File: config.mk
export PLATFORM = sky130hd
export DESIGN_NAME = lc3_prefetch_fetch
export DESIGN_NICKNAME = d
export VERILOG_FILES = /design/src/rtl/lc3_fetch_pkg.sv /design/src/rtl/lc3_sync_fifo.sv /design/src/rtl/lc3_prefetch_fetch.sv
export SDC_FILE = /design/constraint.sdc
export NUM_CORES = 1
export LEC_CHECK = 0
export BUFFER_PORTS_ARGS = -buffer_cell sky130_fd_sc_hd__buf_2
export CAP_MARGIN = 20
export CORE_MARGIN = 4
export CORE_UTILIZATION = 55
export DETAILED_ROUTE_END_ITERATION = 8
export PLACE_DENSITY = 0.75
export SKIP_LAST_GASP = 1
export SYNTH_ARGS = -nofsm -noshare
export SYNTH_HDL_FRONTEND = slang
export SYNTH_SLANG_ARGS = --single-unit
export TNS_END_PERCENT = 100
File: constraint.sdc
create_clock -name clock -period 2.6 [get_ports clock]
set_input_delay 0.52 -clock clock [delete_from_list [all_inputs] [get_ports clock]]
set_output_delay 0.52 -clock clock [all_outputs]
set_load 0.01 [all_outputs]
File: src/rtl/lc3_fetch_pkg.sv
// Shared types and constants for the LC3 prefetching fetch stage.
package lc3_fetch_pkg;

  localparam logic [15:0] LC3_RESET_PC = 16'h3000;

  typedef enum logic [1:0] {
    IDLE   = 2'd0,
    REQ    = 2'd1,
    SQUASH = 2'd2
  } fetch_state_e;

  typedef struct packed {
    logic [15:0] instr;
    logic [15:0] npc;
  } fetch_entry_t;

endpackage

File: src/rtl/lc3_sync_fifo.sv
// Synchronous FIFO with flush and a registered head word, used as the prefetch queue.
module lc3_sync_fifo
  import lc3_fetch_pkg::*;
#(
  parameter int WIDTH = 32,
  parameter int DEPTH = 4,
  localparam int AW = $clog2(DEPTH),
  localparam int CW = AW + 1
) (
  input  logic             clock,
  input  logic             reset,
  input  logic             push_i,
  input  logic             pop_i,
  input  logic             flush_i,
  input  logic [WIDTH-1:0] din_i,
  output logic [WIDTH-1:0] head_o,
  output logic             valid_o,
  output logic [CW-1:0]    count_o
);

  localparam logic [AW-1:0] PTR_ONE = {{(AW-1){1'b0}}, 1'b1};

  logic [WIDTH-1:0] mem_q [DEPTH];
  logic [AW-1:0]    rd_q, rd_d, wr_q, wr_d, rd_next_s;
  logic [CW-1:0]    count_q, count_d;
  logic [WIDTH-1:0] head_q, head_d;
  logic             valid_q, valid_d;
  logic             push_s, pop_s;

  assign pop_s     = pop_i && (count_q != {CW{1'b0}});
  assign push_s    = push_i && ((count_q != CW'(DEPTH)) || pop_s);
  assign rd_next_s = rd_q + PTR_ONE;

  // Next-state for pointers, occupancy and the head word (bypass when the queue is empty).
  always_comb begin
    rd_d    = rd_q;
    wr_d    = wr_q;
    count_d = count_q;
    head_d  = head_q;
    if (flush_i) begin
      rd_d    = {AW{1'b0}};
      wr_d    = {AW{1'b0}};
      count_d = {CW{1'b0}};
    end else begin
      if (push_s) wr_d = wr_q + PTR_ONE;
      else        wr_d = wr_q;
      if (pop_s)  rd_d = rd_next_s;
      else        rd_d = rd_q;
      count_d = count_q + CW'(push_s) - CW'(pop_s);
      if (push_s && ((count_q == {CW{1'b0}}) || (pop_s && (count_q == CW'(1))))) begin
        head_d = din_i;
      end else if (pop_s) begin
        head_d = mem_q[rd_next_s];
      end else begin
        head_d = head_q;
      end
    end
    valid_d = (count_d != {CW{1'b0}});
  end

  // Storage array; contents are only observed through the reset head register.
  always_ff @(posedge clock) begin
    if (push_s && !flush_i) mem_q[wr_q] <= din_i;
  end

  // Pointer, occupancy and head registers.
  always_ff @(posedge clock or negedge reset) begin
    if (!reset) begin
      rd_q    <= {AW{1'b0}};
      wr_q    <= {AW{1'b0}};
      count_q <= {CW{1'b0}};
      head_q  <= {WIDTH{1'b0}};
      valid_q <= 1'b0;
    end else begin
      rd_q    <= rd_d;
      wr_q    <= wr_d;
      count_q <= count_d;
      head_q  <= head_d;
      valid_q <= valid_d;
    end
  end

  assign head_o  = head_q;
  assign valid_o = valid_q;
  assign count_o = count_q;

endmodule

File: src/rtl/lc3_prefetch_fetch.sv
// LC3 fetch stage: runs sequential instruction reads ahead of decode into a prefetch queue,
// flushing and redirecting on a taken branch.
module lc3_prefetch_fetch
  import lc3_fetch_pkg::*;
#(
  parameter int              ADDR_W   = 16,
  parameter int              INSTR_W  = 16,
  parameter int              DEPTH    = 4,
  parameter logic [ADDR_W-1:0] RESET_PC = LC3_RESET_PC,
  localparam int             CW       = $clog2(DEPTH) + 1
) (
  input  logic               clock,
  input  logic               reset,
  input  logic               enable_fetch,
  input  logic               br_taken,
  input  logic [ADDR_W-1:0]  taddr,
  output logic [ADDR_W-1:0]  pc,
  output logic               instrmem_rd,
  input  logic [INSTR_W-1:0] Instr_dout,
  input  logic               complete_instr,
  output logic               instr_valid,
  output logic [INSTR_W-1:0] instr_out,
  output logic [ADDR_W-1:0]  npc_out,
  output logic [CW-1:0]      q_count
);

  localparam logic [ADDR_W-1:0] PC_ONE = {{(ADDR_W-1){1'b0}}, 1'b1};

  fetch_state_e              state_q, state_d;
  logic [ADDR_W-1:0]         fpc_q, fpc_d, pc_q, pc_d, fpc_inc_s;
  logic                      rd_q, rd_d;
  logic                      push_s, pop_s, space_after_push_s;
  logic [INSTR_W+ADDR_W-1:0] head_s;

  assign fpc_inc_s = fpc_q + PC_ONE;
  assign pop_s     = enable_fetch && instr_valid;
  // The completing request's slot was reserved at issue, so the follow-on needs one more.
  assign space_after_push_s = (q_count < CW'(DEPTH - 1)) || pop_s;

  lc3_sync_fifo #(
    .WIDTH (INSTR_W + ADDR_W),
    .DEPTH (DEPTH)
  ) u_queue (
    .clock   (clock),
    .reset   (reset),
    .push_i  (push_s),
    .pop_i   (enable_fetch),
    .flush_i (br_taken),
    .din_i   ({Instr_dout, fpc_inc_s}),
    .head_o  (head_s),
    .valid_o (instr_valid),
    .count_o (q_count)
  );

  // Request FSM: issue, hold until completion, and drop data of a request overtaken by a branch.
  always_comb begin
    state_d = state_q;
    fpc_d   = fpc_q;
    pc_d    = pc_q;
    rd_d    = rd_q;
    push_s  = 1'b0;
    case (state_q)
      IDLE: begin
        if (br_taken) begin
          fpc_d   = taddr;
          pc_d    = taddr;
          rd_d    = 1'b1;
          state_d = REQ;
        end else if (q_count < CW'(DEPTH)) begin
          pc_d    = fpc_q;
          rd_d    = 1'b1;
          state_d = REQ;
        end else begin
          state_d = IDLE;
        end
      end
      REQ: begin
        if (br_taken) begin
          fpc_d = taddr;
          if (complete_instr) begin
            pc_d    = taddr;
            state_d = REQ;
          end else begin
            state_d = SQUASH;
          end
        end else if (complete_instr) begin
          push_s = 1'b1;
          fpc_d  = fpc_inc_s;
          if (space_after_push_s) begin
            pc_d    = fpc_inc_s;
            state_d = REQ;
          end else begin
            rd_d    = 1'b0;
            state_d = IDLE;
          end
        end else begin
          state_d = REQ;
        end
      end
      SQUASH: begin
        if (br_taken) fpc_d = taddr;
        else          fpc_d = fpc_q;
        if (complete_instr) begin
          pc_d    = br_taken ? taddr : fpc_q;
          state_d = REQ;
        end else begin
          state_d = SQUASH;
        end
      end
      default: begin
        rd_d    = 1'b0;
        state_d = IDLE;
      end
    endcase
  end

  // FSM state, fetch PC and the registered memory request.
  always_ff @(posedge clock or negedge reset) begin
    if (!reset) begin
      state_q <= IDLE;
      fpc_q   <= RESET_PC;
      pc_q    <= RESET_PC;
      rd_q    <= 1'b0;
    end else begin
      state_q <= state_d;
      fpc_q   <= fpc_d;
      pc_q    <= pc_d;
      rd_q    <= rd_d;
    end
  end

  assign pc          = pc_q;
  assign instrmem_rd = rd_q;
  assign instr_out   = head_s[INSTR_W+ADDR_W-1:ADDR_W];
  assign npc_out     = head_s[ADDR_W-1:0];

endmodule

-- Word-level counts from Yosys, hierarchy flattened
Memories as Yosys holds them, arrays and structs flattened.
Cells that the tools add are included.
- equality and inequality tests: 11
- add/subtract/negate cells: 5
- reduce and logical (&&, ||, !) cells: 24
- order comparisons: 2
- muxes and demuxes: 37
- bitwise operators: 2
- operator list (operator ; count):
    2-to-1 mux 16 bit ; 10
    2-to-1 mux 32 bit ; 2
    one-hot mux 16 bit (3 select lines) ; 1
    one-hot mux 16 bit (2 select lines) ; 1
    adder 16 x 1 -> 16 bit (second input constant) ; 1
    2-to-1 mux 2 bit ; 7
    2-to-1 mux 1 bit ; 13
    inequality test 3 bit (second input constant) ; 4
    AND reduction 5 bit ; 2
    nonzero test 3 bit ; 3
    inequality test 2 bit (second input constant) ; 4
    nonzero test 2 bit ; 4
    logical AND 1 bit ; 6
    one-hot mux 2 bit (3 select lines) ; 1
    adder 2 x 1 -> 2 bit (second input constant) ; 2
    AND reduction 2 bit ; 2
    adder 3 x 1 -> 3 bit ; 1
    equality test 3 x 1 -> 1 bit (second input constant) ; 1
    logical NOT 3 bit ; 1
    logical OR 1 bit ; 3
    less-than comparator 3 x 2 -> 1 bit (second input constant) ; 1
    less-than comparator 3 bit (second input constant) ; 1
    2-to-1 mux 3 bit ; 1
    one-hot mux 1 bit (3 select lines) ; 1
    7 further kinds ; 8
- input port bits: 37
- RAM bits: 128
- memories: 1
- register bits after elaboration: 75
- output and inout bits: 53
- memories (name ; depth ; bits a word ; read ports ; clocked after Yosys merged registers in ; wr ports ; RTL line ; RTL):
    u_queue.mem_q ; 4 ; 32 ; 1 ; 0 ; 1 ; lc3_sync_fifo.sv:23 ; logic [WIDTH-1:0] mem_q [DEPTH];

-- Logic depth before layout (Yosys ltp)
- depth after elaboration: 8
- mapped depth: 10

-- By module
From an unflattened synthesis, not the netlist that was laid out.
- cells, all modules: 715
- area, all modules: 9764.4 µm²
- modules (own cells, without submodules) (module ; cells an instance ; sequential area each (µm²) ; instances ; area each (µm²)):
    lc3_sync_fifo ; 407 ; 4844.6 ; 1 ; 7113.1
    lc3_prefetch_fetch ; 308 ; 880.8 ; 1 ; 2651.3

-- Worst setup path before layout
Ideal clock, no wire load.
- path kind: input -> register
- start: in br_taken
- end: mem u_queue.mem_q[1][0], enable pin
- setup slack: 0.009 ns
- stages on the path: 5
- data arrival time: 2.199 ns
- data required time: 2.208 ns
- cells stage by stage: buf_6 nand4bb_4 buf_2 nor2_1 and2_1
- cells in the longest elaborated chain, start to end: 6
- elaborated cells between the ends (all ways): 7
- ends and longest elaborated chain (what ; RTL line ; RTL):
    start, declared ; lc3_prefetch_fetch.sv:15 ; input logic br_taken,
    2-to-1 mux 1 bit ; lc3_prefetch_fetch.sv:78 ; if (br_taken) begin
    2-to-1 mux 1 bit ; lc3_prefetch_fetch.sv:62 ; case (state_q)
    logical AND 1 bit ; lc3_sync_fifo.sv:31 ; assign push_s = push_i && ((count_q != CW'(DEPTH)) || pop_s);
    logical AND 1 bit (*) ; lc3_sync_fifo.sv:63 ; if (push_s && !flush_i) mem_q[wr_q] <= din_i;
    2-to-1 mux 1 bit (*) ; lc3_sync_fifo.sv:63 ;
    2-to-1 mux 1 bit (implied by the code) (*) ; lc3_sync_fifo.sv:63 ;
    end, declared ; lc3_sync_fifo.sv:23 ;
Every way passes the cells marked *; elsewhere a longest branch is shown, timed or not.

-- Worst setup path after layout
- start: reg fpc_q[6]
- end: reg u_queue.head_q[15] (netlist: u_queue.head_o[15])
- cells in the longest elaborated chain, start to end: 2
- ends and longest elaborated chain (what ; RTL line ; RTL):
    start, declared ; lc3_prefetch_fetch.sv:30 ; logic [ADDR_W-1:0] fpc_q, fpc_d, pc_q, pc_d, fpc_inc_s;
    start signal, assigned ; lc3_prefetch_fetch.sv:126 ; fpc_q <= fpc_d;
    adder 16 x 1 -> 16 bit ; lc3_prefetch_fetch.sv:35 ; assign fpc_inc_s = fpc_q + PC_ONE;
    net fpc_inc_s[15] ; lc3_prefetch_fetch.sv:30 ;
    2-to-1 mux 32 bit ; lc3_sync_fifo.sv:50 ; if (push_s && ((count_q == {CW{1'b0}}) || (pop_s && (count_q == CW'(1))))) begin
    end signal, assigned ; lc3_sync_fifo.sv:72 ; head_q <= {WIDTH{1'b0}};
    end, declared ; lc3_sync_fifo.sv:26 ; logic [WIDTH-1:0] head_q, head_d;
The timed path passes the listed nets, and every way through them passes these cells.
A chain may end at the register's enable or synchronous reset.

==> results by group <==
Global route
  • All-layer global routing usage: 23.1%
  • Largest net degree at the start of global routing: 42
  • First-pass GRT wire length: 35800 µm
  • Vias in the first global route: 6593
  • Antenna violations before repair: 0
  • GR Overflow Total: 0

Clock network
  • Hold_buf cts: 0
  • CTS tree: built
  • Post-cts resize count: 0
  • Clock sinks: 203
  • Number of post-CTS setup repair buffers: 0
  • Clk pin slew, worst setup/hold paths: 0.06 ns
  • Clk Latency, worst-skew pair: 0.49 ns
  • CTS Buf Count: 21
  • Max H-tree Level: 1
  • Max Root-Sink Buffers: 3
  • CTS Root Buffer Type: clkbuf_16

Yosys
  • Seq/Total Area, Yosys: 61.3%
  • Cells after Synth: 694
  • Syn nets: 739
  • Post-synth EDFFs: 128
  • Yosys reg bits: 203
  • Top_reg_cell synth: edfxtp_1
  • Post-synth cell types: 74
  • Synthesized area per cell: 13.5 µm²
  • Synth warn: 0
  • Mapped Area: 9350 µm²
  • Post-synthesis async set-or-reset flop share: 36.9%

Timing
  • Relative slew slack: 48.2%
  • Pins Over Slew Limit: 0
  • Setup TNS: 0 ns
  • Pin slew with the least headroom to its limit: 0.778 ns
  • Crit path time final: 2.34 ns
  • Final hold vios: 0
  • Final-report setup violation count: 0
  • RSZ-0062 raised after global routing: false
  • Clk_skew: 0.00787 ns
  • Post-route clock period utilization: 89.9%
  • Fmax achieved: 0.428 GHz

Hold path
  • Tightest Hold Check Type: primary input to async pin

Pwr
  • PnR Total Power: 11.5 mW
  • Power density cells: 1070 nW/µm²
  • Max VDD drop: 0.000655 V
  • Static leakage: 3.96 nW

Floorplan
  • I/O pins: 90
  • Starting Density: 56.2%
  • Die Width: 138 µm
  • Full die area: 19100 µm²
  • Die height: 138 µm
  • Core Area: 16600 µm²
  • Rows: 47

Placement
  • Final HPWL from detailed placement: 14500 µm
  • RD Place Congestion: 0.966
  • Buffers on Ports: 89

Setup path
  • Crit-path max FO: 10
  • RR Endpoint: u_queue.head_o[15]$_DFFE_PN0P_
  • RR Startpoint: fpc_q[6]$_DFFE_PN0P_
  • Critical path class: flop to flop
  • Worst R2R Path Depth: 5
  • Worst EP required: 3.03 ns
  • Critical path startpoint category: flop
  • Register-to-register setup slack: 0.26 ns
  • Worst setup EP type: flop
  • Worst EP arrival: 2.77 ns

Routing
  • Initial DRC Count: 583
  • DRT Pass-1 Iters: 7
  • Vias: 6418
  • WL/cell: 22.1 µm
  • Post-route ant nets: 0
  • Vias/cell: 6.30
  • Routed WL: 22500 µm
  • DRC Markers: 0

Cells and area
  • FILL cells: 1186
  • Share of cells above drive strength 1: 28.2%
  • Commonest non-fill, non-tap cells in the layout: edfxtp_1, buf_2, dfrtp_1
  • Most common cell after layout, fill and taps aside: edfxtp_1
  • Diode count: 0
  • # nets final: 829
  • Register area: 5730 µm²
  • Synth-to-Final Area Change: 15.6%
  • Multi-input gate area: 3320 µm²

Job
  • Max Cap Violations: 0

Status
  • Run status: finished clean
==> how the worst max path moves through the flow <==
stage                            startpoint                              to  depth (start not counted)
5_1_grt                fpc_q[6]$_DFFE_PN0P_  u_queue.head_o[15]$_DFFE_PN0P_                          5
4_1_cts        u_queue.count_o[0]$_DFF_PN0_       u_queue.valid_o$_DFF_PN0_                          9
6_report               fpc_q[6]$_DFFE_PN0P_  u_queue.head_o[15]$_DFFE_PN0P_                          5
2_1_floorplan                      br_taken   u_queue.mem_q[1][0]$_DFFE_PP_                          5
3_5_place_dp                       br_taken               pc[8]$_DFFE_PN0P_                          7
3_3_place_gp                   enable_fetch       u_queue.valid_o$_DFF_PN0_                         10
==> synthesized netlist by cell type (5+ instances only) <==
library cell / number / share of area (%)
ha_1: 7 / 0.94
a221o_1: 7 / 0.75
o21a_1: 6 / 0.48
o22ai_1: 5 / 0.33
or2_2: 6 / 0.40
mux2_2: 8 / 0.96
nor4_1: 7 / 0.47
and4_1: 8 / 0.75
clkbuf_1: 23 / 0.92
a31oi_1: 26 / 1.7
a211oi_1: 12 / 0.96
edfxtp_1: 128 / 41
nand2_1: 59 / 2.4
and3_1: 5 / 0.33
inv_1: 10 / 0.40
nand3_1: 19 / 1.0
xnor2_1: 9 / 0.84
buf_2: 25 / 1.3
nor2_1: 40 / 1.6
o21ai_0: 18 / 0.96
dfrtp_1: 71 / 19
xor2_1: 6 / 0.56
mux4_2: 32 / 7.7
mux2i_1: 7 / 0.75
nand2b_1: 7 / 0.47
a21oi_1: 33 / 1.8
nor3_1: 10 / 0.54
nand4_1: 6 / 0.40
==> state kept, by name, summed over array words and instances, names as in the netlist <==
signal and count:
fpc_q 16, instrmem_rd 1, pc 16, state_q 2, u_queue.count_o 3, u_queue.head_o 32
u_queue.mem_q 128, u_queue.rd_q 2, u_queue.valid_o 1, u_queue.wr_q 2
==> metal layers <==
layer	track usage [%]	share of wire (%)	up-vias
met5	0	0	-
met2	39.6	50	324
li1	-	-	2859
met4	5.67	1.4	0
met1	31.2	41	3205
met3	3.76	7.9	30
==> critical path, stage by stage (launching register included) <==
cell	delay [ns]
dfrtp_1	0.51
nand4_1	0.43
buf_4	0.31
nor4_4	0.34
xor2_1	0.47
a221o_1	0.22
==> kinds of logic after synthesis <==
logic type	after synthesis	synth area share (%)
muxes	47	9.42
xor gates and xnor gates	15	1.41
adders and majority gates	8	1.15
AOI/OAI and AO/OA	151	11.4
DFF	203	61.3
buffers and inverters	68	3.44
and+or+nand+nor	202	11.9
==> where the power goes <==
group	internal [mW]	total [mW]	switching, mW
Sequential	4.24	4.87	0.629
Clock	1.68	2.84	1.16
Combinational	1.64	3.84	2.20
Total	7.56	11.5	3.99
==> metrics by stage <==
stage	instance area, µm²	hold WS (ns)	utilization, %	setup WS [ns]	std cells
floorplan	9350	0.224	-	0.00887	694
global placement	10200	0.474	61.0	0.348	981
detailed placement	10200	0.472	61.0	0.225	981
CTS	10800	0.0186	64.9	0.275	1018
global route	10800	0.0284	64.9	0.109	1018
finish	10800	0.0104	64.9	0.262	1018
==> area by class of cell <==
cell class	count	share of cell area, %
clock buffer	32	5.52
timing repair buffer	125	7.34
multi-input combinational	423	30.7
clock inverter	5	0.509
tap	220	2.55
inverter	10	0.347
sequential	203	53.0
Note: power is estimated with default switching activity, not from simulation.
